==> config.mk <==
export PLATFORM = sky130hd
export DESIGN_NAME = riio_vsup_seq
export DESIGN_NICKNAME = d
export VERILOG_FILES = /design/src/rtl/riio_vsup_pkg.sv /design/src/rtl/riio_vsup_cnt.sv /design/src/rtl/riio_vsup_seq.sv
export SDC_FILE = /design/constraint.sdc
export NUM_CORES = 1
export LEC_CHECK = 0
export BUFFER_PORTS_ARGS = -buffer_cell sky130_fd_sc_hd__buf_2
export CORE_ASPECT_RATIO = 1.1
export CORE_MARGIN = 8
export CORE_UTILIZATION = 58
export CTS_CLUSTER_SIZE = 40
export DETAILED_ROUTE_END_ITERATION = 7
export GPL_ROUTABILITY_DRIVEN = 0
export HOLD_SLACK_MARGIN = 0.03
export PLACE_DENSITY = 0.79
export SLEW_MARGIN = 15
export SYNTH_ARGS = -nofsm -noshare
export SYNTH_HDL_FRONTEND = slang
export SYNTH_SLANG_ARGS = --single-unit
==> constraint.sdc <==
create_clock -name clk -period 2.5 [get_ports clk]
set_clock_uncertainty 0.1 [all_clocks]
set_input_delay 0.375 -clock clk [delete_from_list [all_inputs] [get_ports clk]]
set_output_delay 0.375 -clock clk [all_outputs]
set_load 0.01 [all_outputs]
==> src/rtl/riio_vsup_pkg.sv <==
// Shared types and defaults for the GF22FDX IO supply sequencer.
// Defines the sequencer state enum, default parameters and the fault index width helper.
package riio_vsup_pkg;

  typedef enum logic [2:0] {
    OFF,
    UP_SETTLE,
    UP_WAIT_PG,
    ON,
    DN_SETTLE,
    FAULT
  } vsup_state_e;

  localparam int VSUP_N_CH_DEF       = 4;
  localparam int VSUP_CNT_W_DEF      = 12;
  localparam int VSUP_SETTLE_CYC_DEF = 100;
  localparam int VSUP_TIMEOUT_CYC_DEF = 1000;

  // A single-channel build still needs a one-bit fault index port
  function automatic int vsup_ch_w(input int n);
    return (n > 1) ? $clog2(n) : 1;
  endfunction

endpackage

==> src/rtl/riio_vsup_cnt.sv <==
// Loadable saturating down/up counter shared by the settle and power-good timeout timers.
module riio_vsup_cnt
  import riio_vsup_pkg::*;
#(
  parameter int CNT_W = VSUP_CNT_W_DEF
) (
  input  logic             clk,
  input  logic             rst,
  input  logic             load,
  input  logic [CNT_W-1:0] load_val,
  input  logic             dec,
  input  logic             inc,
  output logic [CNT_W-1:0] count
);

  // Load wins over counting; both directions stop at their end values instead of wrapping
  always_ff @(posedge clk) begin
    if (rst) begin
      count <= '0;
    end else if (load) begin
      count <= load_val;
    end else if (dec && (count != '0)) begin
      count <= count - CNT_W'(1);
    end else if (inc && (count != '1)) begin
      count <= count + CNT_W'(1);
    end
  end

endmodule

==> src/rtl/riio_vsup_seq.sv <==
// Multi-channel IO supply sequencer: ascending power-up, descending power-down, isolation and fault capture.
// Optional power-good timeout during power-up is enabled by defining RIIO_VSUP_TIMEOUT_EN.
module riio_vsup_seq
  import riio_vsup_pkg::*;
#(
  parameter int N_CH        = VSUP_N_CH_DEF,
  parameter int CNT_W       = VSUP_CNT_W_DEF,
  parameter int SETTLE_CYC  = VSUP_SETTLE_CYC_DEF,
  parameter int TIMEOUT_CYC = VSUP_TIMEOUT_CYC_DEF
) (
  input  logic                         clk,
  input  logic                         rst,
  input  logic                         pwr_req_i,
  input  logic [N_CH-1:0]              pg_i,
  input  logic                         clr_fault_i,
  output logic [N_CH-1:0]              sw_en_o,
  output logic                         iso_o,
  output logic                         ready_o,
  output logic                         busy_o,
  output logic                         fault_o,
  output logic [vsup_ch_w(N_CH)-1:0]   fault_ch_o
);

  localparam int CH_W = vsup_ch_w(N_CH);
  localparam logic [CH_W-1:0]  CH_LAST   = CH_W'(N_CH - 1);
  localparam logic [CNT_W-1:0] SETTLE_LD = CNT_W'(SETTLE_CYC - 1);
`ifdef RIIO_VSUP_TIMEOUT_EN
  localparam logic [CNT_W-1:0] TO_LAST   = CNT_W'(TIMEOUT_CYC - 1);
`else
  localparam int timeout_unused = TIMEOUT_CYC;
`endif

  vsup_state_e       state_q, state_n;
  logic [CH_W-1:0]   ch_q, ch_n;
  logic [N_CH-1:0]   sw_en_q, sw_en_n;
  logic              fault_q, fault_n;
  logic [CH_W-1:0]   fault_ch_q, fault_ch_n;
  logic              iso_q, ready_q, busy_q;

  logic              cnt_load, cnt_dec, cnt_inc;
  logic [CNT_W-1:0]  cnt_load_val, cnt_q;
  logic [N_CH-1:0]   ch_mask;
  logic              pg_cur;
  logic [CH_W-1:0]   pg_low_idx;

  riio_vsup_cnt #(.CNT_W(CNT_W)) u_cnt (
    .clk      (clk),
    .rst      (rst),
    .load     (cnt_load),
    .load_val (cnt_load_val),
    .dec      (cnt_dec),
    .inc      (cnt_inc),
    .count    (cnt_q)
  );

  assign ch_mask = N_CH'(1) << ch_q;
  assign pg_cur  = |(pg_i & ch_mask);

  // Lowest-index channel whose power-good has dropped
  always_comb begin
    pg_low_idx = '0;
    for (int i = N_CH - 1; i >= 0; i--) begin
      if (!pg_i[i]) pg_low_idx = CH_W'(i);
    end
  end

  always_comb begin
    state_n      = state_q;
    ch_n         = ch_q;
    sw_en_n      = sw_en_q;
    fault_n      = fault_q;
    fault_ch_n   = fault_ch_q;
    cnt_load     = 1'b0;
    cnt_load_val = SETTLE_LD;
    cnt_dec      = 1'b0;
    cnt_inc      = 1'b0;

    case (state_q)
      OFF: begin
        if (pwr_req_i) begin
          sw_en_n  = N_CH'(1);
          ch_n     = '0;
          cnt_load = 1'b1;
          state_n  = UP_SETTLE;
        end
      end
      UP_SETTLE: begin
        if (!pwr_req_i) begin
          sw_en_n  = sw_en_q & ~ch_mask;
          cnt_load = 1'b1;
          state_n  = DN_SETTLE;
        end else if (cnt_q == '0) begin
          cnt_load     = 1'b1;
          cnt_load_val = '0;
          state_n      = UP_WAIT_PG;
        end else begin
          cnt_dec = 1'b1;
        end
      end
      UP_WAIT_PG: begin
        if (!pwr_req_i) begin
          sw_en_n  = sw_en_q & ~ch_mask;
          cnt_load = 1'b1;
          state_n  = DN_SETTLE;
        end else if (pg_cur) begin
          if (ch_q == CH_LAST) begin
            state_n = ON;
          end else begin
            ch_n     = ch_q + CH_W'(1);
            sw_en_n  = sw_en_q | (ch_mask << 1);
            cnt_load = 1'b1;
            state_n  = UP_SETTLE;
          end
`ifdef RIIO_VSUP_TIMEOUT_EN
        end else if (cnt_q == TO_LAST) begin
          sw_en_n    = '0;
          fault_n    = 1'b1;
          fault_ch_n = ch_q;
          state_n    = FAULT;
        end else begin
          cnt_inc = 1'b1;
`endif
        end
      end
      ON: begin
        // A supply collapsing while up outranks a simultaneous power-down request
        if (pg_i != '1) begin
          sw_en_n    = '0;
          fault_n    = 1'b1;
          fault_ch_n = pg_low_idx;
          state_n    = FAULT;
        end else if (!pwr_req_i) begin
          sw_en_n  = sw_en_q & ~(N_CH'(1) << CH_LAST);
          ch_n     = CH_LAST;
          cnt_load = 1'b1;
          state_n  = DN_SETTLE;
        end
      end
      DN_SETTLE: begin
        if (cnt_q == '0) begin
          if (ch_q != '0) begin
            ch_n     = ch_q - CH_W'(1);
            sw_en_n  = sw_en_q & ~(ch_mask >> 1);
            cnt_load = 1'b1;
          end else begin
            state_n = OFF;
          end
        end else begin
          cnt_dec = 1'b1;
        end
      end
      FAULT: begin
        if (clr_fault_i && !pwr_req_i) begin
          fault_n = 1'b0;
          state_n = OFF;
        end
      end
      default: begin
        sw_en_n = '0;
        state_n = OFF;
      end
    endcase
  end

  // Status outputs are registered from the next state so they change on the transition edge
  always_ff @(posedge clk) begin
    if (rst) begin
      state_q    <= OFF;
      ch_q       <= '0;
      sw_en_q    <= '0;
      fault_q    <= 1'b0;
      fault_ch_q <= '0;
      iso_q      <= 1'b1;
      ready_q    <= 1'b0;
      busy_q     <= 1'b0;
    end else begin
      state_q    <= state_n;
      ch_q       <= ch_n;
      sw_en_q    <= sw_en_n;
      fault_q    <= fault_n;
      fault_ch_q <= fault_ch_n;
      iso_q      <= (state_n != ON);
      ready_q    <= (state_n == ON);
      busy_q     <= (state_n == UP_SETTLE) || (state_n == UP_WAIT_PG) || (state_n == DN_SETTLE);
    end
  end

  assign sw_en_o    = sw_en_q;
  assign iso_o      = iso_q;
  assign ready_o    = ready_q;
  assign busy_o     = busy_q;
  assign fault_o    = fault_q;
  assign fault_ch_o = fault_ch_q;

endmodule
After elaboration in Yosys (flattened, before gate mapping):

Index checks and enable logic that the tools add are counted.

* bits in registers: 27
* output and inout port bits: 10
* bits of input ports: 8

* shift-type cells: 1
* bitwise gates (word level): 7
* mux-type cells: 57
* add/subtract/negate cells: 3
* eq/ne operators: 26
* reductions and logical operators: 18

Operators with widths (count)
* $mux W4: 9
* $mux W3: 10
* $mux W2: 13
* $mux W12: 2
* $pmux W4 S6: 1
* $ne A2 B2 Y1 const B: 11
* $mux W7: 3
* $pmux W3 S6: 1
* $reduce_and A8 Y1: 2
* $mux W1: 14
* $and A4 B4 Y4: 3
* $eq A3 B2 Y1 const B: 4
* $logic_not A12 Y1: 1
* $reduce_bool A12 Y1: 1
* $sub A12 B1 Y12 const B: 1
* $eq A3 B3 Y1 const B: 3
* $ne A3 B3 Y1 const B: 3
* $reduce_and A9 Y1: 1
* $pmux W2 S4: 1
* $eq A3 B1 Y1 const B: 2
* $reduce_bool A2 Y1: 3
* $pmux W1 S5: 1
* $ne A4 B4 Y1 const B: 1
* $not A3 Y4: 1
* other kinds (17): 20

Logic depth before layout (Yosys ltp):

Gate-level depths: netlist (run 1).

* word-level depth: 9
* depth in mapped cells: 8
* mapped depth without buffers: 8

Hierarchy:

From an unflattened synthesis (run 1), not the netlist that was laid out.

* cell total of the unflattened synthesis: 288
* area total of the unflattened synthesis: 2327.2 sq um

By module, submodules not included
* riio_vsup_seq: cells each 158, area an instance 1206.2 sq um, times used 1
* riio_vsup_cnt: cells each 130, area an instance 1121.1 sq um, times used 1

Worst setup path after synthesis (run 1):

No wires, ideal clock.

* kind: reg2reg
* start point: register u_cnt.count[0]
* end point: register sw_en_q[0], in the netlist sw_en_o[0]
* arrival: 1.940 ns
* required time: 2.268 ns
* setup slack: 0.328 ns
* stages on the path, launching flop included: 9
* buffers on the path: 0
* period minus slack after synthesis: 2.172 ns
* path through: dfxtp_1 -> inv_1 -> ha_1 -> or4b_1 -> nor4_4 -> a311oi_2 -> a221oi_2 -> a21bo_1 -> a21oi_1

* longest elaborated chain between the ends: 3

Ends and longest elaborated chain
* start: declaration: RTL line riio_vsup_cnt.sv:13 `output logic [CNT_W-1:0] count`
* start signal: assignment: RTL line riio_vsup_cnt.sv:21 `count <= load_val;`
* start signal: assignment: RTL line riio_vsup_cnt.sv:23 `count <= count - CNT_W'(1);`
* start signal: assignment: RTL line riio_vsup_cnt.sv:25 `count <= count + CNT_W'(1);`
* $logic_not A12 Y1: RTL line riio_vsup_seq.sv:140 `if (cnt_q == '0) begin`
* $ne A2 B2 Y1 (no line)
* $reduce_and A8 Y1 (no line)
* end signal: assignment: RTL line riio_vsup_seq.sv:179 `sw_en_q <= sw_en_n;`
* end: declaration: RTL line riio_vsup_seq.sv:35 `logic [N_CH-1:0] sw_en_q, sw_en_n;`

No other way between the ends.
A chain may end at the register's enable or synchronous reset.

Worst setup path in the final report (run 1):

* start point: register u_cnt.count[1]
* end point: register sw_en_q[2], in the netlist sw_en_o[2]

Same word-level chain as after synthesis.

==> results.txt, run 1 <==
The run finished with clean final reports. The post-synthesis compound-gate area fraction was 26.6%; the total setup violations reported at the end of the flow was 0. The number of nets at the end of the flow is 246, and the effective utilization at floorplan is 60.5%. The worst setup path is of the reg2reg kind. Of the total synthesized cell area, the portion taken by full adders, half adders and majority gates is 1.52%. After floorplanning, the core was divided into 20 placement rows. By area the synthesized netlist is led by dfxtp_1 (33%), a21oi_1 (5.5%), nand2_1 (4.8%), nor2_1 (4.8%), xor2_1 (4.8%).

For the number of different library cells in the post-synthesis netlist, the log shows 50. The number of clock buffers added by TritonCTS is 3. The via count of the first global-routing pass was 1582; the core outline area was 0.00273 mm². Setup repair after global routing left no endpoint under its margin. The worst pin sits at a relative slew slack of 67.9%. Global routing finished with a remaining overflow of 0. In this run the worst path has a maximum fanout of 6. The tool flagged a number of max-cap violations equal to 0.

After the flow finishes, the layout carries non-filler instances totaling 268. Wires add up to 4010 µm. At the pin with the least slew margin, the transition time is 469 ps. The tools report the critical path startpoint category as a flip-flop. STA classifies the critical path endpoint as a flip-flop.

The arrival time reported for the critical path endpoint is 2440 ps. For the area enclosed by the die boundary, the log shows 0.00481 mm². In this run the power density over the cells is 618 mW/mm². The minimum clock period after layout was 2330 ps. CTS saw 27 sinks. The synthesized design devotes to its leading area cell type 32.8% of total area. 18 I/O pins were placed. The number of H-tree levels is 1, and the synthesized instance count is 212.

The logs give 0 for the initial antenna violation count and 29.0% for the met2 usage in global routing. Detailed routing inserted a total of 1605 vias. Largest area contributor in the synthesized netlist: dfxtp_1. Yosys printed 0 warnings. The run gives 0 ps as the summed negative setup slack over all endpoints. For this block, the initial DRC count from the detailed router was 86. The leakage dissipation came out at 0.725 nW. After clock tree synthesis, the clock-pin slew on the worst setup and hold paths is 140 ps.

After synthesis the cells add up to 0.00165 mm². Counting the fill cells in the layout gives 241. At the later pin of the worst-skew pair, clock insertion delay measures 310 ps. By area, the combinational part of the netlist is dominated by compound AO/OA/AOI/OAI gates. Input and output buffers added on the ports amount to 17. Once detail routing completed, the nets flagged for antenna violations numbered 0.

The layer flagged by global routing as most heavily used is met2. For the worst setup path, the data required time is 2610 ps. For met1 alone, demand over resource in global routing was 20.6%.

CTS placed an instance of clkbuf_4 at the clock tree root. The mux contribution to synthesized area was 2.50%. The via density per instance was 5.99; the area added between synthesis and finish was 13.7%.

Of the total synthesized cell area, the portion taken by AND, OR, NAND and NOR gates is 26.2%. The average size of a mapped cell is 7.78 µm². For this run, the detailed router's first-pass iteration total came to 4. Sequential elements use 32.8% of the synthesized area. The number of nets handed over by synthesis was 222. TritonCTS built the clock tree. The count of antenna diodes in the layout came out at 0. The run gives 0 as the final number of hold-violating endpoints.

The number of remaining DRC errors came out at 0. In this run the worst hold path is classified as in2reg. In the synthesized netlist the dominant register cell turns out to be dfxtp_1. The number of buffers between clock root and the deepest sink came out at 2. The highest clock frequency the design can meet was 429 MHz; the height of the die was 71.9 µm.

The first global-routing pass estimated 6900 µm of wire. The run gives 0 as the number of max-slew violations in the final report. For the largest net degree at the start of global routing, the log shows 16.

Global routing consumed, on the met3 layer, 3.08% of the routing resources. The worst-case IR drop observed on VDD is 0.314 mV. For this design, the CTS-stage hold fixing added 0 buffers.

Cells with a size suffix above 1 make up 19.1% of the layout. Dividing the final minimum period by the clock period gives 93.2%. The number of flip-flops and latches in the synthesized netlist was 27; the global routing usage summed across all routing layers was 17.3%. The synthesized design contains 0 enable-type register cells.

Xor-xnor portion of the synthesized cell area: 5.84%. After detailed routing, the average wire length per cell comes to 14.9 µm. The die width is 66.9 µm, and the cell count after placement is 262. For the sum of net half-perimeters after detailed placement, the log shows 3070 µm. The async set-reset flop share out of synthesis works out to 0%.
## cells by family after synthesis
family | after synthesis
buf+inv | 20
compound gates | 66
simple gates | 82
flops | 27
xor+xnor | 11
fa+ha+maj | 2
mux | 4
## metrics by stage
step	hold slack, ps	setup slack [ps]	total power, W	util, %	area (µm²)
detailed placement	368	88.8	0.000952	66.2	1810
floorplan	347	328	0.000842	-	1650
global route	233	45.6	0.00124	68.8	1880
finish	227	171	0.00116	68.8	1880
CTS	220	80.7	0.00113	67.2	1830
global placement	360	201	0.000936	66.2	1810
## power by group
group / total (W) / leakage, nW / switching, W / internal [W]
Clock: 0.000181 / 0.0177 / 0.000121 / 0.0000597
Combinational: 0.000466 / 0.487 / 0.000269 / 0.000197
Sequential: 0.000513 / 0.220 / 0.0000441 / 0.000469
## worst max-delay path, stage by stage, from the launching register on
cell      delay, ps
dfxtp_1         360
inv_1            80
ha_1            130
or4b_1          510
nor4_4          240
buf_4           210
a311oi_4        140
a221oi_2        230
buf_4           160
a211oi_1         60
## layout by cell type (no fill, tap or decap), drive strengths merged, types with 6 or more instances in the layout
cell	instances
a21oi	18
xor2	9
nor2	21
buf	27
dfxtp	27
nand2b	8
inv	11
a211oi	6
nor2b	6
nand2	21
nor3	8
o21ai	15
## worst paths after layout
path / cells after the start / from / slack (ps) / end
max: 9 / u_cnt.count[1] / 170 / sw_en_o[2]
min: 3 / pg_i[0] / 230 / fault_ch_o[1]
max reg2reg: 9 / u_cnt.count[1] / 170 / sw_en_o[2]
min reg2reg: 2 / fault_o / 380 / fault_o
## sequential cells by signal, indices dropped and copies added (netlist names)
signal and count:
busy_o 1, ready_o 1, sw_en_o 4, fault_ch_o 2
iso_o 1, ch_q 2, state_q 3, fault_o 1
u_cnt.count 12
## synth_stat cells, types with 4 or more instances
cell and number:
a31oi_1 4, nor2_1 21, inv_1 11, a21oi_1 18, nand2b_1 8, dfxtp_1 27
a211oi_1 5, o21ai_0 15, o211ai_1 4, clkbuf_1 7, nand2_1 21, nor2b_1 6
nor3_1 7, xor2_1 9
## final cells by class
class | count | area [µm²] | area share (%)
clock inverters | 1 | 5.00 | 0.267
well taps | 33 | 41.3 | 2.20
clock buffers | 3 | 22.5 | 1.20
inverters | 12 | 45.0 | 2.40
flip-flops and latches | 27 | 541 | 28.8
repair buffers | 27 | 160 | 8.53
multi-input cells | 165 | 1060 | 56.6
## metal layers
| layer | vias to the layer above | part of all wire (%) |
|---|---|---|
| met4 | 0 | 2.7 |
| met3 | 11 | 4.2 |
| li1 | 807 | - |
| met5 | - | 0 |
| met1 | 740 | 44 |
| met2 | 47 | 50 |
## repair_timing
item | CTS | global route
gates resized for setup | 0 | 5
setup endpoints to repair | 0 | 12
setup buffers | 0 | 2
Note: power is estimated with default switching activity, not from simulation.
==> run 2: changes to the inputs <==
Settings changed: ABC_AREA set to 1, CORE_UTILIZATION 58 to 59, PLACE_DENSITY 0.79 to 0.8.
==> run 2 against run 1 <==
Compared with the run above: sequential power up 12%; hold slack worse by 13 ps; synthesized area up 10%.
==> results.txt, run 2 <==
The flow ran to the end, and the final reports show no timing, DRC or antenna violations. The number of instances resized during post-cts repair is 0 (unchanged). Number of remaining DRC errors: 0 (unchanged). The layout cell share with drive strength beyond 1 was 14.6% (-4.5 points). The number of buffers added to fix hold violations after cts is 0 (unchanged). The run gives 0 (unchanged) as the total congestion overflow. The run gives 1891 (+18%) as the routed via count.

The average size of a mapped cell works out to 6.14 µm² (-21%). The ratio of total power to cell area is 917 mW/mm² (+48%). The wire length reported by the detailed router is 4250 µm (+6.1%), and the clock-pin slew reported for the worst setup and hold paths after clock tree synthesis is 150 ps (about the same).

The tools report the core outline area as 0.00300 mm² (+9.8%). The run gives 0 (unchanged) as the post-CTS setup-driven buffer insertion count. STA classifies the critical path endpoint as a flip-flop. The port buffer count is 17 (unchanged), and the area taken by multi-input logic gates is 0.00111 mm² (+4.5%). The worst register-to-register path ends at u_cnt.count[11]. The synthesized design spends more area on one cell type than any other, namely dfxtp_1.

The tools report the highest ir drop seen on vdd as 0.526 mV (+67%). Traced cell by cell, the critical path runs through inv_1, ha_1, nand2_1, nor2_1, nand2_2, nand2_1, nand2_1, nand3_1, nor2_2, nand3_1, a21oi_1. The count of antenna diodes in the layout was 0 (unchanged). u_cnt.count holds more flip-flops than any other register. Cell area after layout: 0.00196 mm² (+4.2%). After synthesis, the most frequently instantiated cells are nand2_1 (75), nor2_1 (48), inv_1 (33). The highest clock frequency the design can meet was 507 MHz (+18%). The clock latency on the worst-skew pair is 330 ps (+20 ps), and the height of the die is 74.3 µm (+3.3%).

The total setup violations reported at the end of the flow is 0 (unchanged). For the warning count from the yosys run, the log shows 0 (unchanged). The most prevalent standard cell on the critical path was nand2_1. Hold-critical path depth: 3 (unchanged). Setup repair after global routing left no endpoint under its margin. The endpoint of the worst hold-timing path is fault_ch_o[0].

Number of core rows: 21 (+5.0%). The final critical-path share of the clock period was 78.9% (-14 points); the effective utilization at floorplan was 60.9% (+0.36 points). Final number of hold-violating endpoints: 0 (unchanged). For the area enclosed by the die boundary, the log shows 0.00513 mm² (+6.6%). The most used flip-flop cell after synthesis is dfxtp_1. The minimum clock period after layout came out at 1970 ps (-355 ps). The startpoint of the most critical register-to-register path is u_cnt.count[0]. The tools report the total of fill cells in the finished design as 307 (+27%). TritonCTS built the clock tree.

The tree is rooted in a clkbuf_4. The async set-reset flop share out of synthesis is 0% (unchanged), and the via count of the first global-routing pass is 1859 (+18%). The number of flip-flops and latches in the synthesized netlist is 27 (unchanged), and the per-cell routed wire length is 12.2 µm (-19%). Library cell contributing the largest single delay on the critical path: dfxtp_1. The sum of net half-perimeters after detailed placement is 3360 µm (+9.4%), and the first-iteration detailed-routing DRC count is 143 (+66%). The remaining number of nets flagged by the antenna check after routing is 0 (unchanged), and the number of clock buffers inserted by TritonCTS is 3 (unchanged).

The summed negative setup slack over all endpoints is 0 ps (unchanged). By instance count, the leading cell after synthesis is nand2_1. Sorting the synthesized cells by area gives the leading types as dfxtp_1 (30%), nand2_1 (15%), nor2_1 (9.9%), nand3_1 (8.0%), inv_1 (6.8%). Count of TritonRoute iterations in the first routing pass: 5 (+1).

For the number of buffers between clock root and the deepest sink, the log shows 2 (unchanged). The library cells used most frequently in the layout, excluding fill and tap cells, are nand2_1 (75), nor2_1 (48), inv_1 (33). The global routing usage summed across all routing layers is 17.5% (+0.20 points). The largest net degree at the start of global routing was 16 (unchanged). The flip-flop count of the largest register, all copies and words added works out to 12 (unchanged). Leading cell type in the layout, fill and taps excluded: nand2_1. The share of Yosys cell area claimed by the top area cell type is 29.6% (-3.1 points), and the number of nets at the end of the flow is 326 (+33%). The tools report the sequential element share of the synthesized area as 29.6% (-3.1 points). The logs give 1 (unchanged) for the number of H-tree levels and 349 (+30%) for the count of non-filler cells in the finished layout. The max-slew headroom at the worst pin came out at 69.8% (+1.9 points). The register-to-register path setup slack is 530 ps (+360 ps). The logic depth of the worst register-to-register path works out to 11 (+2). The delay of the slowest critical-path stage was 400 ps (-110 ps); the synthesized instance count was 297 (+40%).

The logs give 214 ps (-13.0 ps) for the hold slack and 0 (unchanged) for the initial antenna violation count. The run gives 7710 µm (+12%) as the global-route wire length before repair. The post-synth net total is 307 (+38%). The boundary pin count was 18 (unchanged). The critical path in this run is classified as reg2reg. The leakage dissipation is 1.00 nW (+38%), and the area added between synthesis and finish is 7.28%.

The total standard cell area after synthesis came out at 0.00182 mm² (+10%). The run gives 27 (-46%) as the number of different library cells in the post-synthesis netlist. The launch point of the worst hold path is pg_i[0].

The tools report the placement-stage cell area as 0.00193 mm² (+6.8%). For the arrival time reported for the critical path endpoint, the log shows 2130 ps (-310 ps). The via density per instance came out at 5.42 (-9.5%). The number of max-slew violations in the final report came out at 0 (unchanged). The highest net fanout along the worst path was 8 (+2).

The die width works out to 69 µm (+3.2%). The clock sink count is 27 (unchanged). The cell count after placement is 345 (+32%), and the pin slew with the least headroom to its limit is 451 ps (-17.8 ps).

The count of flip-flops with a built-in enable after synthesis works out to 0 (unchanged). The type of the most critical hold path was in2reg. For the footprint of the flip-flops and latches, the log shows 541 µm² (unchanged). The reported max-cap violation count is 0 (unchanged), and the worst path required time is 2660 ps (+50 ps).

The worst setup path is launched from a flip-flop.
==> run 2: cell count changes after synthesis, moves of 4 or more <==
cell and change:
a211oi_1 -4, a21oi_1 +6, clkbuf_1 -6, inv_1 +22
inv_2 +7, nand2_1 +54, nand2_2 +5, nand2b_1 -8
nand3_1 +26, nor2_1 +27, nor2_2 +6, nor2b_1 -6
nor3_1 -6
==> run 2: how the worst max path moves through the flow <==
stage | depth (start not counted) | startpoint | slack [ps] | endpoint
global placement | 10 | u_cnt.count[8] | 630 | sw_en_o[0]
CTS | 11 | u_cnt.count[0] | 510 | u_cnt.count[11]
global route | 11 | u_cnt.count[0] | 320 | u_cnt.count[11]
finish | 11 | u_cnt.count[0] | 530 | u_cnt.count[11]
detailed placement | 11 | u_cnt.count[0] | 560 | u_cnt.count[11]
floorplan | 13 | u_cnt.count[0] | 810 | u_cnt.count[0]
==> run 2: cells by family (layout without fill, tap and decap cells) <==
| group | after synthesis | count (layout) | share of synthesized area, % |
|---|---|---|---|
| buffers and inverters | 43 | 61 | 9.47 |
| AND/OR/NAND/NOR | 172 | 172 | 42.1 |
| AO/OA/AOI/OAI | 43 | 43 | 12.6 |
| flip-flops | 27 | 27 | 29.7 |
| XOR/XNOR | 10 | 10 | 4.80 |
| adder cells (fa/ha/maj) | 2 | 2 | 1.37 |
==> run 2: cell type report <==
cell class	instances	area share, %
clock inverters	1	0.256
clock buffers	3	1.15
well taps	34	2.18
repair buffers	17	4.35
multi-input cells	227	56.7
inverters	40	7.68
flip-flops and latches	27	27.6
==> run 2: through the flow <==
step / power, W / setup slack, ps / utilization, %
floorplan: 0.00141 / 811 / -
global placement: 0.00160 / 633 / 64.4
detailed placement: 0.00160 / 559 / 64.4
CTS: 0.00181 / 513 / 65.3
global route: 0.00200 / 324 / 65.3
finish: 0.00179 / 526 / 65.3
==> run 2: power by group <==
group	switching (W)	total (W)	leakage, nW	internal [W]
Clock	0.000133	0.000194	0.0177	0.0000602
Sequential	0.0000732	0.000577	0.220	0.000504
Combinational	0.000666	0.00102	0.763	0.000357
==> run 2: critical path: cells and delay by family (launching register included) <==
kind	cells	cell delay [ps]
AND/OR/NAND/NOR	8	890
flip-flops	1	400
adder cells (fa/ha/maj)	1	210
AO/OA/AOI/OAI	1	210
buffers and inverters	1	100
==> run 2: routing by layer <==
| layer | wire length, µm | global-route usage [%] |
|---|---|---|
| met4 | 135 | 9.34 |
| met5 | 0 | 0 |
| met1 | 1820 | 19.0 |
| met3 | 171 | 2.40 |
| met2 | 2120 | 32.5 |
